### config.mk
export PLATFORM = sky130hd
export DESIGN_NAME = data_ram_arbiter
export DESIGN_NICKNAME = d
export VERILOG_FILES = /design/src/rtl/data_ram_arbiter.sv
export SDC_FILE = /design/constraint.sdc
export NUM_CORES = 1
export LEC_CHECK = 0
export ABC_AREA = 1
export BUFFER_PORTS_ARGS = -buffer_cell sky130_fd_sc_hd__buf_2
export CAP_MARGIN = 30
export CORE_AREA = 2 2 120 122
export DETAILED_ROUTE_END_ITERATION = 8
export DIE_AREA = 0 0 122 124
export SLEW_MARGIN = 40
export SYNTH_ARGS = -nofsm -noshare
export SYNTH_HDL_FRONTEND = slang
export SYNTH_SLANG_ARGS = --single-unit
### constraint.sdc
create_clock -name clk -period 1.7 [get_ports clk]
set_input_delay 0.255 -clock clk [delete_from_list [all_inputs] [get_ports clk]]
set_output_delay 0.255 -clock clk [all_outputs]
set_load 0.02 [all_outputs]
### src/rtl/data_ram_arbiter.sv
// Two-master arbiter for a single-port data RAM: one grant cycle, then one response cycle.
// Define DRAM_ARB_RR_EN for round-robin arbitration; default build gives m0 fixed priority.
module data_ram_arbiter #(
  parameter int unsigned ADDR_W = 32,
  parameter int unsigned DATA_W = 32
) (
  input  logic              clk,
  input  logic              rst,
  input  logic              m0_req,
  input  logic              m0_we,
  input  logic [ADDR_W-1:0] m0_addr,
  input  logic [3:0]        m0_sel,
  input  logic [DATA_W-1:0] m0_wdata,
  output logic              m0_ack,
  output logic [DATA_W-1:0] m0_rdata,
  output logic              m0_stall,
  input  logic              m1_req,
  input  logic              m1_we,
  input  logic [ADDR_W-1:0] m1_addr,
  input  logic [3:0]        m1_sel,
  input  logic [DATA_W-1:0] m1_wdata,
  output logic              m1_ack,
  output logic [DATA_W-1:0] m1_rdata,
  output logic              m1_stall,
  output logic              ram_ce,
  output logic              ram_we,
  output logic [ADDR_W-1:0] ram_addr,
  output logic [3:0]        ram_sel,
  output logic [DATA_W-1:0] ram_wdata,
  input  logic [DATA_W-1:0] ram_rdata
);

  typedef enum logic [1:0] {IDLE, GNT0, GNT1, RESP} state_t;

  state_t state, state_nxt;
  logic   gnt1, gnt1_nxt;   // master owning the pending response
  logic   pick1;            // arbitration result when any request is present

`ifdef DRAM_ARB_RR_EN
  logic last_gnt;

  assign pick1 = (m0_req && m1_req) ? ~last_gnt : m1_req;

  always_ff @(posedge clk or negedge rst) begin
    if (!rst)                                 last_gnt <= 1'b1;
    else if (state == IDLE && (m0_req || m1_req)) last_gnt <= pick1;
  end
`else
  assign pick1 = ~m0_req & m1_req;
`endif

  always_ff @(posedge clk or negedge rst) begin
    if (!rst) begin
      state <= IDLE;
      gnt1  <= 1'b0;
    end else begin
      state <= state_nxt;
      gnt1  <= gnt1_nxt;
    end
  end

  always_comb begin
    state_nxt = state;
    gnt1_nxt  = gnt1;
    ram_ce    = 1'b0;
    ram_we    = 1'b0;
    ram_addr  = '0;
    ram_sel   = '0;
    ram_wdata = '0;
    m0_ack    = 1'b0;
    m1_ack    = 1'b0;
    case (state)
      IDLE: begin
        if (m0_req || m1_req) state_nxt = pick1 ? GNT1 : GNT0;
      end
      GNT0: begin
        state_nxt = RESP;
        gnt1_nxt  = 1'b0;
        ram_ce    = 1'b1;
        ram_we    = m0_we;
        ram_addr  = m0_addr;
        ram_sel   = m0_sel;
        ram_wdata = m0_we ? m0_wdata : '0;
      end
      GNT1: begin
        state_nxt = RESP;
        gnt1_nxt  = 1'b1;
        ram_ce    = 1'b1;
        ram_we    = m1_we;
        ram_addr  = m1_addr;
        ram_sel   = m1_sel;
        ram_wdata = m1_we ? m1_wdata : '0;
      end
      RESP: begin
        state_nxt = IDLE;
        m0_ack    = ~gnt1;
        m1_ack    = gnt1;
      end
      default: state_nxt = IDLE;
    endcase
  end

  // Read data captured at the end of the grant cycle; writes return zero.
  always_ff @(posedge clk or negedge rst) begin
    if (!rst) begin
      m0_rdata <= '0;
      m1_rdata <= '0;
    end else begin
      if (state == GNT0) m0_rdata <= m0_we ? '0 : ram_rdata;
      if (state == GNT1) m1_rdata <= m1_we ? '0 : ram_rdata;
    end
  end

  assign m0_stall = m0_req & ~m0_ack;
  assign m1_stall = m1_req & ~m1_ack;

endmodule

==> results_dict.tcl, run 1 <==
set metrics [dict create \
    cts-root-buf "clkbuf_16" \
    area_growth_pct 90.7 \
    slew_violations 0 \
    crit_chain "inv_2 -> buf_6 -> ha_4 -> clkinv_8 -> buf_12 -> a21oi_2 -> buf_6" \
    outcome "finished, violations left" \
    p_per_area_mw_per_mm2 2110 \
    final_cells 1014 \
    finalSetupViolCount 69 \
    path_clk_slew_ns 0.06 \
    worst_ir_drop_vdd_uv 1030 \
    placedCellCount 981 \
    first_pass_iters 4 \
    hold_viol_final 0 \
    antenna_found_initial 0 \
    grt_pass1_wl_mm 24.5 \
    postSynthCellCount 508 \
    crit_arrival_ns 1.72 \
    layout_common_cells "buf_2, inv_1, dfrtp_1" \
    clk_latency_ns 0.32 \
    ant_nets 0 \
    wl_mm 16.8 \
    avgSynthCellArea_sq_um 7.54 \
    synthArstFlopShare 1.00 \
    crit_end "ram_wdata[19]" \
    rsz0062_at_grt "true" \
    grt_util_all_layers 0.207 \
    hold-path-cell-count 3 \
    drive_gt1_frac 0.571 \
    syn-num-nets 688 \
    core_area_sq_mm 0.0137 \
    num-nets-final 1009 \
    layout_min_cycle_time_ns 1.98 \
    diodes 0 \
    r2r-start "state[1]" \
    violations "negative setup slack" \
    rrSetupSlack_ns 0.12 \
    io_pins 312 \
    cpMostUsedCell "buf_6" \
    fin_setup_tns_ns -16.21 \
    synth.top_cell.area_share 0.438 \
    hold_class "in2reg" \
    die_area_sq_mm 0.0151 \
    startpoint_type "register" \
    drtIter0Drc 229 \
    yosysWarningCount 0 \
    slowest_delay_ns 0.35 \
    grt_pass1_vias 4850 \
    start_util 0.279 \
    path_max_fanout 17 \
    cp.required_ns 1.44 \
    cts_max_level 3 \
    grt_max_degree 35 \
    yosysSeqAreaShare 0.438 \
    layout_commonest_cell "buf_2" \
    ys_top_cells_by_area "dfrtp_1, o22ai_1, inv_1" \
    gp_congestion 0.765 \
    routed-via-count 4813 \
    worstMarginPinSlew_ns 0.546 \
    port_buffers 311 \
    cp-end-kind "output port" \
    crit_family "buffers and inverters" \
    final_util 0.532 \
    setup.worst_path.start "state[0]" \
    power.leakage_uw 0.00359 \
    synth_ff_type "dfrtp_1" \
    worst_path_max_delay_cell "dfrtp_1" \
    die_h_microns 124 \
    numCtsBuffers 9 \
    yosys.area.top_type "dfrtp_1" \
    fmax_mhz 506 \
    rows 43 \
    path_depth 7 \
    cts_buffer_depth 2 \
    clkSinkCount 67 \
    reg2reg_to "m0_rdata[0]" \
    syn_area_sq_mm 0.00383 \
    remaining_drc_errors 0 \
    critical_path_buf_inv_count 5 \
    worst-setup-path-type "reg2out" \
    max_slew_margin 0.636 \
    grt_overflow 0 \
    ff2ff_path_depth 7 \
    synth_edf_count 0 \
    cap_violations 0 \
    cts_tree "done" \
    clock_skew_ns 0.00662 \
    finalCritPeriodShare 1.16 \
    yosys_register_bits 67 \
    avgViaCountPerCell 4.75 \
    dpl.hpwl_mm 11.3 \
    worst_slack_ns -0.275 \
    yosys.cell_types.count 16 \
    routedWlPerCell_microns 16.5 \
    die_w_microns 122 \
]
kinds of logic (layout without fill, tap and decap cells):
kind of cell,after synthesis,after routing,synth area share
AOI/OAI and AO/OA,135,135,0.207
buffers and inverters,149,475,0.166
DFF,67,67,0.438
adders and majority gates,6,6,0.0196
and+or+nand+nor,151,151,0.169
area by class of cell:
cell class / count / area [sq um]
Fill cell: 1336 / 6410
Timing Repair Buffer: 353 / 2540
Multi-Input combinational cell: 292 / 2120
Sequential cell: 67 / 1680
Inverter: 106 / 410
Clock buffer: 12 / 256
Tap cell: 180 / 225
Clock inverter: 4 / 72.6
cells in the mapped netlist, types with 2 or more instances:
cell and n:
ha_1 6, nand3_1 65, dfrtp_1 67, nand2_1 81, buf_4 2, a21oi_1 59
a21oi_2 10, buf_6 4, clkbuf_1 5, buf_2 32, inv_1 103, inv_2 3
nor2_1 5, o22ai_1 64
worst min-delay path by stage:
stage | slack (ns) | to | start
3_3_place_gp | 0.27 | m0_rdata[12] | rst
3_5_place_dp | 0.27 | m0_rdata[12] | rst
5_1_grt | 0.20 | m1_rdata[28] | ram_rdata[28]
4_1_cts | 0.18 | m0_rdata[25] | ram_rdata[25]
2_1_floorplan | -0.04 | gnt1 | rst
6_report | 0.20 | m0_rdata[22] | ram_rdata[22]
report_power, final:
part | internal [uW] | total [uW] | switching, uW
clock | 1360 | 2010 | 652
sequential | 2340 | 2710 | 378
combinational | 4430 | 10700 | 6260
total | 8130 | 15400 | 7290
per-layer routing:
metal  up-vias  GRT usage  share of wire
met3        25     0.0527          0.083
li1       2297          -              -
met5         -          0              0
met1      2260      0.244           0.39
met4         0     0.0611          0.018
met2       231      0.372           0.51
metrics by stage:
step / hold slack, ns / power, uW / setup slack [ns] / instance area, sq um
4_1_cts: 0.181 / 15300 / -0.308 / 7110
3_5_place_dp: 0.269 / 10800 / -0.0929 / 5920
3_3_place_gp: 0.270 / 10800 / -0.0459 / 5920
6_report: 0.197 / 15400 / -0.275 / 7300
2_1_floorplan: -0.0406 / 8000 / -0.0489 / 4060
5_1_grt: 0.199 / 16300 / -0.347 / 7300
what timing repair did:
item | in CTS | in global routing
pin swaps | 10 | 18
hold endpoints to repair | 20 | 0
gates resized for setup | 148 | 81
buffers inserted | 12 | 1
gates cloned | 8 | 1
hold buffers | 1 | 0
endpoints found under the setup margin | 69 | 137
worst reg2reg max path: stages (launching register included):
cell and delay, ns:
dfrtp_1 0.38, inv_2 0.09, buf_6 0.12, ha_4 0.22
buf_6 0.24, nand2_1 0.13, buf_12 0.19, o22ai_1 0.14
state kept, by name (all words and copies together), names as in the netlist:
signal / cells
m0_rdata: 32
m1_rdata: 32
state: 2
gnt1: 1
No activity file was read; power rests on OpenSTA's default activity.
==> run 2: changes to the inputs <==
--- a/config.mk
+++ b/config.mk
@@ -5,12 +5,11 @@
 export SDC_FILE = /design/constraint.sdc
 export NUM_CORES = 1
 export LEC_CHECK = 0
-export ABC_AREA = 1
 export BUFFER_PORTS_ARGS = -buffer_cell sky130_fd_sc_hd__buf_2
 export CAP_MARGIN = 30
-export CORE_AREA = 2 2 120 122
+export CORE_AREA = 2 2 121 123
 export DETAILED_ROUTE_END_ITERATION = 8
-export DIE_AREA = 0 0 122 124
+export DIE_AREA = 0 0 123 125
 export SLEW_MARGIN = 40
 export SYNTH_ARGS = -nofsm -noshare
 export SYNTH_HDL_FRONTEND = slang
==> results_dict.tcl, run 2 <==
set metrics [dict create \
    synth.top_cell.area_share 0.486 \
    avgViaCountPerCell 4.76 \
    yosysSeqAreaShare 0.486 \
    postSynthCellCount 322 \
    crit_arrival_ns 1.86 \
    worst_ir_drop_vdd_uv 1350 \
    cts-root-buf "clkbuf_16" \
    hold_class "in2reg" \
    grt_util_all_layers 0.192 \
    rsz0062_at_grt "true" \
    core_area_sq_mm 0.0142 \
    numCtsBuffers 9 \
    worst-setup-path-type "reg2out" \
    io_pins 312 \
    reg_top3 "m0_rdata: 32 flops, m1_rdata: 32 flops, state: 2 flops" \
    power.leakage_uw 0.00370 \
    worst_slack_ns -0.420 \
    layout_commonest_cell "buf_2" \
    grt_max_degree 65 \
    synth_edf_count 0 \
    avgSynthCellArea_sq_um 10.7 \
    routedWlPerCell_microns 18.8 \
    gp_congestion 0.881 \
    start_util 0.243 \
    rrSetupSlack_ns 0.17 \
    cap_violations 0 \
    clkSinkCount 67 \
    finalSetupViolCount 73 \
    finalCritPeriodShare 1.25 \
    cts_max_level 3 \
    syn_area_sq_mm 0.00345 \
    die_h_microns 125 \
    synth_common_cells "a22o_1, dfrtp_1, inv_1" \
    port_buffers 311 \
    drive_gt1_frac 0.670 \
    yosys.cell_types.count 19 \
    antenna_found_initial 0 \
    whs_ns 0.151 \
    hold-path-cell-count 2 \
    synthArstFlopShare 1.00 \
    grt_pass1_wl_mm 22.6 \
    cts_buffer_depth 2 \
    r2r-start "state[0]" \
    rows 44 \
    cp-end-kind "output port" \
    power_uw 12800 \
    first_pass_iters 4 \
    hold_end "m1_rdata[24]" \
    fmax_mhz 472 \
    cp.required_ns 1.44 \
    max_slew_margin 0.673 \
    startpoint_type "register" \
    drtIter0Drc 203 \
    worstHoldStart "ram_rdata[24]" \
    dpl.hpwl_mm 11.2 \
    yosys.area.top_type "dfrtp_1" \
    clock_skew_ns 0.0100 \
    die_area_sq_mm 0.0154 \
    area_growth_pct 99.5 \
    layout_min_cycle_time_ns 2.12 \
    yosysWarningCount 0 \
    outcome "finished, violations left" \
    synth.most_common_cell "a22o_1" \
    ys_top_cells_by_area "dfrtp_1, a22o_1, nand3b_1" \
    clk_latency_ns 0.33 \
    diodes 0 \
    ff2ff_path_depth 6 \
    layout_common_cells "buf_2, buf_6, dfrtp_1" \
    hold_viol_final 0 \
    yosys_register_bits 67 \
    path_max_fanout 7 \
    worstMarginPinSlew_ns 0.490 \
    ant_nets 0 \
    die_w_microns 123 \
    p_per_area_mw_per_mm2 1860 \
    cts_tree "done" \
    grt_overflow 0 \
    reg2reg_to "m0_rdata[8]" \
    wl_mm 15.8 \
    routed-via-count 3994 \
    synth_ff_type "dfrtp_1" \
    violations "negative setup slack" \
    slew_violations 0 \
    path_clk_slew_ns 0.06 \
    grt_pass1_vias 4224 \
    remaining_drc_errors 0 \
    syn-num-nets 502 \
    num-nets-final 830 \
    setup.worst_path.start "state[1]" \
]
-- run 2: per-layer routing --
layer | global-route usage | wire length, microns | up-vias | share of wire
li1 | - | - | 1849 | -
met1 | 0.216 | 6010 | 1922 | 0.38
met2 | 0.340 | 8120 | 189 | 0.51
met3 | 0.0516 | 1100 | 34 | 0.069
met4 | 0.0782 | 577 | 0 | 0.037
met5 | 0 | 0 | - | 0
-- run 2: cells by family (layout without fill, tap and decap cells) --
logic type	count (synthesis)	count (layout)	share of synthesized area
compound gates	136	136	0.309
flops	67	67	0.486
simple gates	44	48	0.0914
buf+inv	69	398	0.0917
fa+ha+maj	6	6	0.0218
-- run 2: worst max-delay path, cell delays in order, from the launching register on --
cell and delay (ns):
dfrtp_1 0.41, inv_2 0.10, ha_4 0.22, buf_6 0.12
and2_4 0.16, clkbuf_16 0.16, a22o_4 0.22, buf_6 0.13
-- run 2: worst max path at each step --
stage | slack (ns) | end
after floorplan | -0.01 | ram_wdata[10]
after global placement | -0.17 | ram_addr[25]
after CTS | -0.42 | ram_addr[3]
after detailed placement | -0.22 | ram_addr[25]
after global routing | -0.46 | ram_addr[28]
final | -0.42 | ram_addr[28]
-- run 2: metrics by stage --
| step | cell area (sq um) | TNS [ns] | utilization | worst slack, ns | instances |
|---|---|---|---|---|---|
| after global placement | 5760 | -7.17 | 0.406 | -0.170 | 799 |
| after global routing | 6880 | -30.59 | 0.485 | -0.460 | 839 |
| after floorplan | 4070 | -0.296 | - | -0.00961 | 322 |
| after CTS | 6540 | -26.24 | 0.460 | -0.419 | 833 |
| after detailed placement | 5760 | -9.75 | 0.406 | -0.221 | 799 |
| final | 6880 | -27.32 | 0.485 | -0.420 | 839 |
-- run 2: area by class of cell --
class,count,area (sq um)
fill,1331,7320
timing repair buffer,346,2460
multi-input combinational,190,2070
sequential,67,1680
clock buffer,10,239
tap,184,230
inverter,36,138
clock inverter,6,63.8
-- run 2: power by group --
| part | internal (uW) | switching [uW] |
|---|---|---|
| Combinational | 4110 | 4310 |
| Clock | 1170 | 697 |
| Sequential | 2170 | 320 |
| Total | 7450 | 5320 |
-- run 2: repair_timing --
| action | CTS | global route |
|---|---|---|
| endpoints found under the hold margin | 28 | 0 |
| endpoints found under the setup margin | 71 | 105 |
| gates resized for setup | 94 | 66 |
| pin swaps | 3 | 5 |
| hold buffers | 1 | 0 |
| buffers inserted | 12 | 0 |
| cloned | 5 | 6 |
==> run 3: changes to the inputs <==
==> constraint.sdc (replaced) <==
create_clock -name clk -period 1.7 [get_ports clk]
set_input_delay 0.255 -clock clk [delete_from_list [all_inputs] [get_ports clk]]
set_output_delay 0.255 -clock clk [all_outputs]
set_load 0.1 [all_outputs]
==> results_dict.tcl, run 3 (synthesis results as in run 2) <==
set metrics [dict create \
    reg_top3 "m0_rdata: 32 flops, m1_rdata: 32 flops, state: 2 flops" \
    io_pins 312 \
    grt_max_degree 68 \
    layout_common_cells "buf_2, buf_12, a22o_4" \
    first_pass_iters 4 \
    start_util 0.243 \
    routedWlPerCell_microns 19.2 \
    layout_min_cycle_time_ns 2.14 \
    cts_max_level 3 \
    whs_ns 0.152 \
    finalSetupViolCount 71 \
    final_util 0.541 \
    drive_gt1_frac 0.683 \
    worst_slack_ns -0.445 \
    area_growth_pct 123 \
    slew_violations 0 \
    core_area_sq_mm 0.0142 \
    num-nets-final 822 \
    grt_util_all_layers 0.202 \
    cts_buffer_depth 2 \
    wl_mm 16.0 \
    max_slew_margin 0.663 \
    place_ws_ns -0.279 \
    rows 44 \
    clock_skew_ns 0.00627 \
    routed-via-count 3910 \
    diodes 0 \
    die_w_microns 123 \
    numCtsBuffers 9 \
    die_h_microns 125 \
    outcome "finished, violations left" \
    die_area_sq_mm 0.0154 \
    hold_class "in2reg" \
    rsz0062_at_grt "true" \
    layout_commonest_cell "buf_2" \
    crit_arrival_ns 1.89 \
    cts-root-buf "clkbuf_16" \
    dpl.hpwl_mm 11.6 \
    finalCritPeriodShare 1.26 \
    drtIter0Drc 120 \
    worstMarginPinSlew_ns 0.510 \
    grt_overflow 0 \
    path_max_fanout 16 \
    hold_viol_final 0 \
    clk_latency_ns 0.33 \
    worst-setup-path-type "reg2out" \
    fmax_mhz 466 \
    cp-end-kind "output port" \
    gp_congestion 0.837 \
    remaining_drc_errors 0 \
    avgViaCountPerCell 4.71 \
    cap_violations 0 \
    path_clk_slew_ns 0.06 \
    ant_nets 0 \
    antenna_found_initial 1 \
    grt_pass1_vias 4180 \
    cp.required_ns 1.44 \
    cts_tree "done" \
    clkSinkCount 67 \
    violations "negative setup slack" \
    startpoint_type "register" \
    port_buffers 311 \
    grt_pass1_wl_mm 23.8 \
]
run 3: critical path: stages, from the launching register on:
cell and delay [ns]:
dfrtp_1 0.39, inv_2 0.08, ha_4 0.32, and3_4 0.25
buf_12 0.18, a22o_4 0.17, buf_12 0.17
run 3: cell type report:
| cell class | count | area, sq um |
|---|---|---|
| Fill cell | 1193 | 6520 |
| Clock buffer | 11 | 253 |
| Inverter | 36 | 135 |
| Clock inverter | 5 | 108 |
| Sequential cell | 67 | 1680 |
| Timing Repair Buffer | 339 | 3100 |
| Multi-Input combinational cell | 189 | 2180 |
| Tap cell | 184 | 230 |
run 3: final timing paths:
| check | start | endpoint | slack [ns] | cells after the start |
|---|---|---|---|---|
| max | state[1] | ram_wdata[29] | -0.44 | 6 |
| min | ram_rdata[29] | m1_rdata[29] | 0.15 | 2 |
| max reg2reg | state[0] | m1_rdata[31] | 0.16 | 5 |
| min reg2reg | m1_rdata[7] | m1_rdata[7] | 0.50 | 1 |
| max in group asynchronous | rst | m1_rdata[7] | 0.93 | 3 |
| min in group asynchronous | rst | m1_rdata[23] | 0.48 | 3 |
run 3: through the flow:
stage          TNS, ns  std cells  cell area (sq um)
6_report        -28.14        831               7680
5_1_grt         -32.52        831               7680
4_1_cts         -29.15        831               7680
3_5_place_dp    -17.06        797               6970
3_3_place_gp    -13.03        797               6970
2_1_floorplan   -19.81        322               4170
run 3: timing repair:
action / 4_1_cts / 5_1_grt
setup buffers: 12 / 0
pin swaps: 7 / 2
hold endpoints to repair: 67 / 0
setup endpoints to repair: 103 / 104
hold buffers: 1 / 0
resized for setup: 16 / 2
cloned: 5 / 0
run 3: routing by layer:
layer  GRT usage  share of wire
met1       0.247           0.39
met2       0.360           0.53
met3      0.0474          0.076
met4      0.0381         0.0070
met5           0              0
Power of run 3 is not shown: default switching activity piles up to over one toggle a cycle in this logic, so the estimate is an artifact.
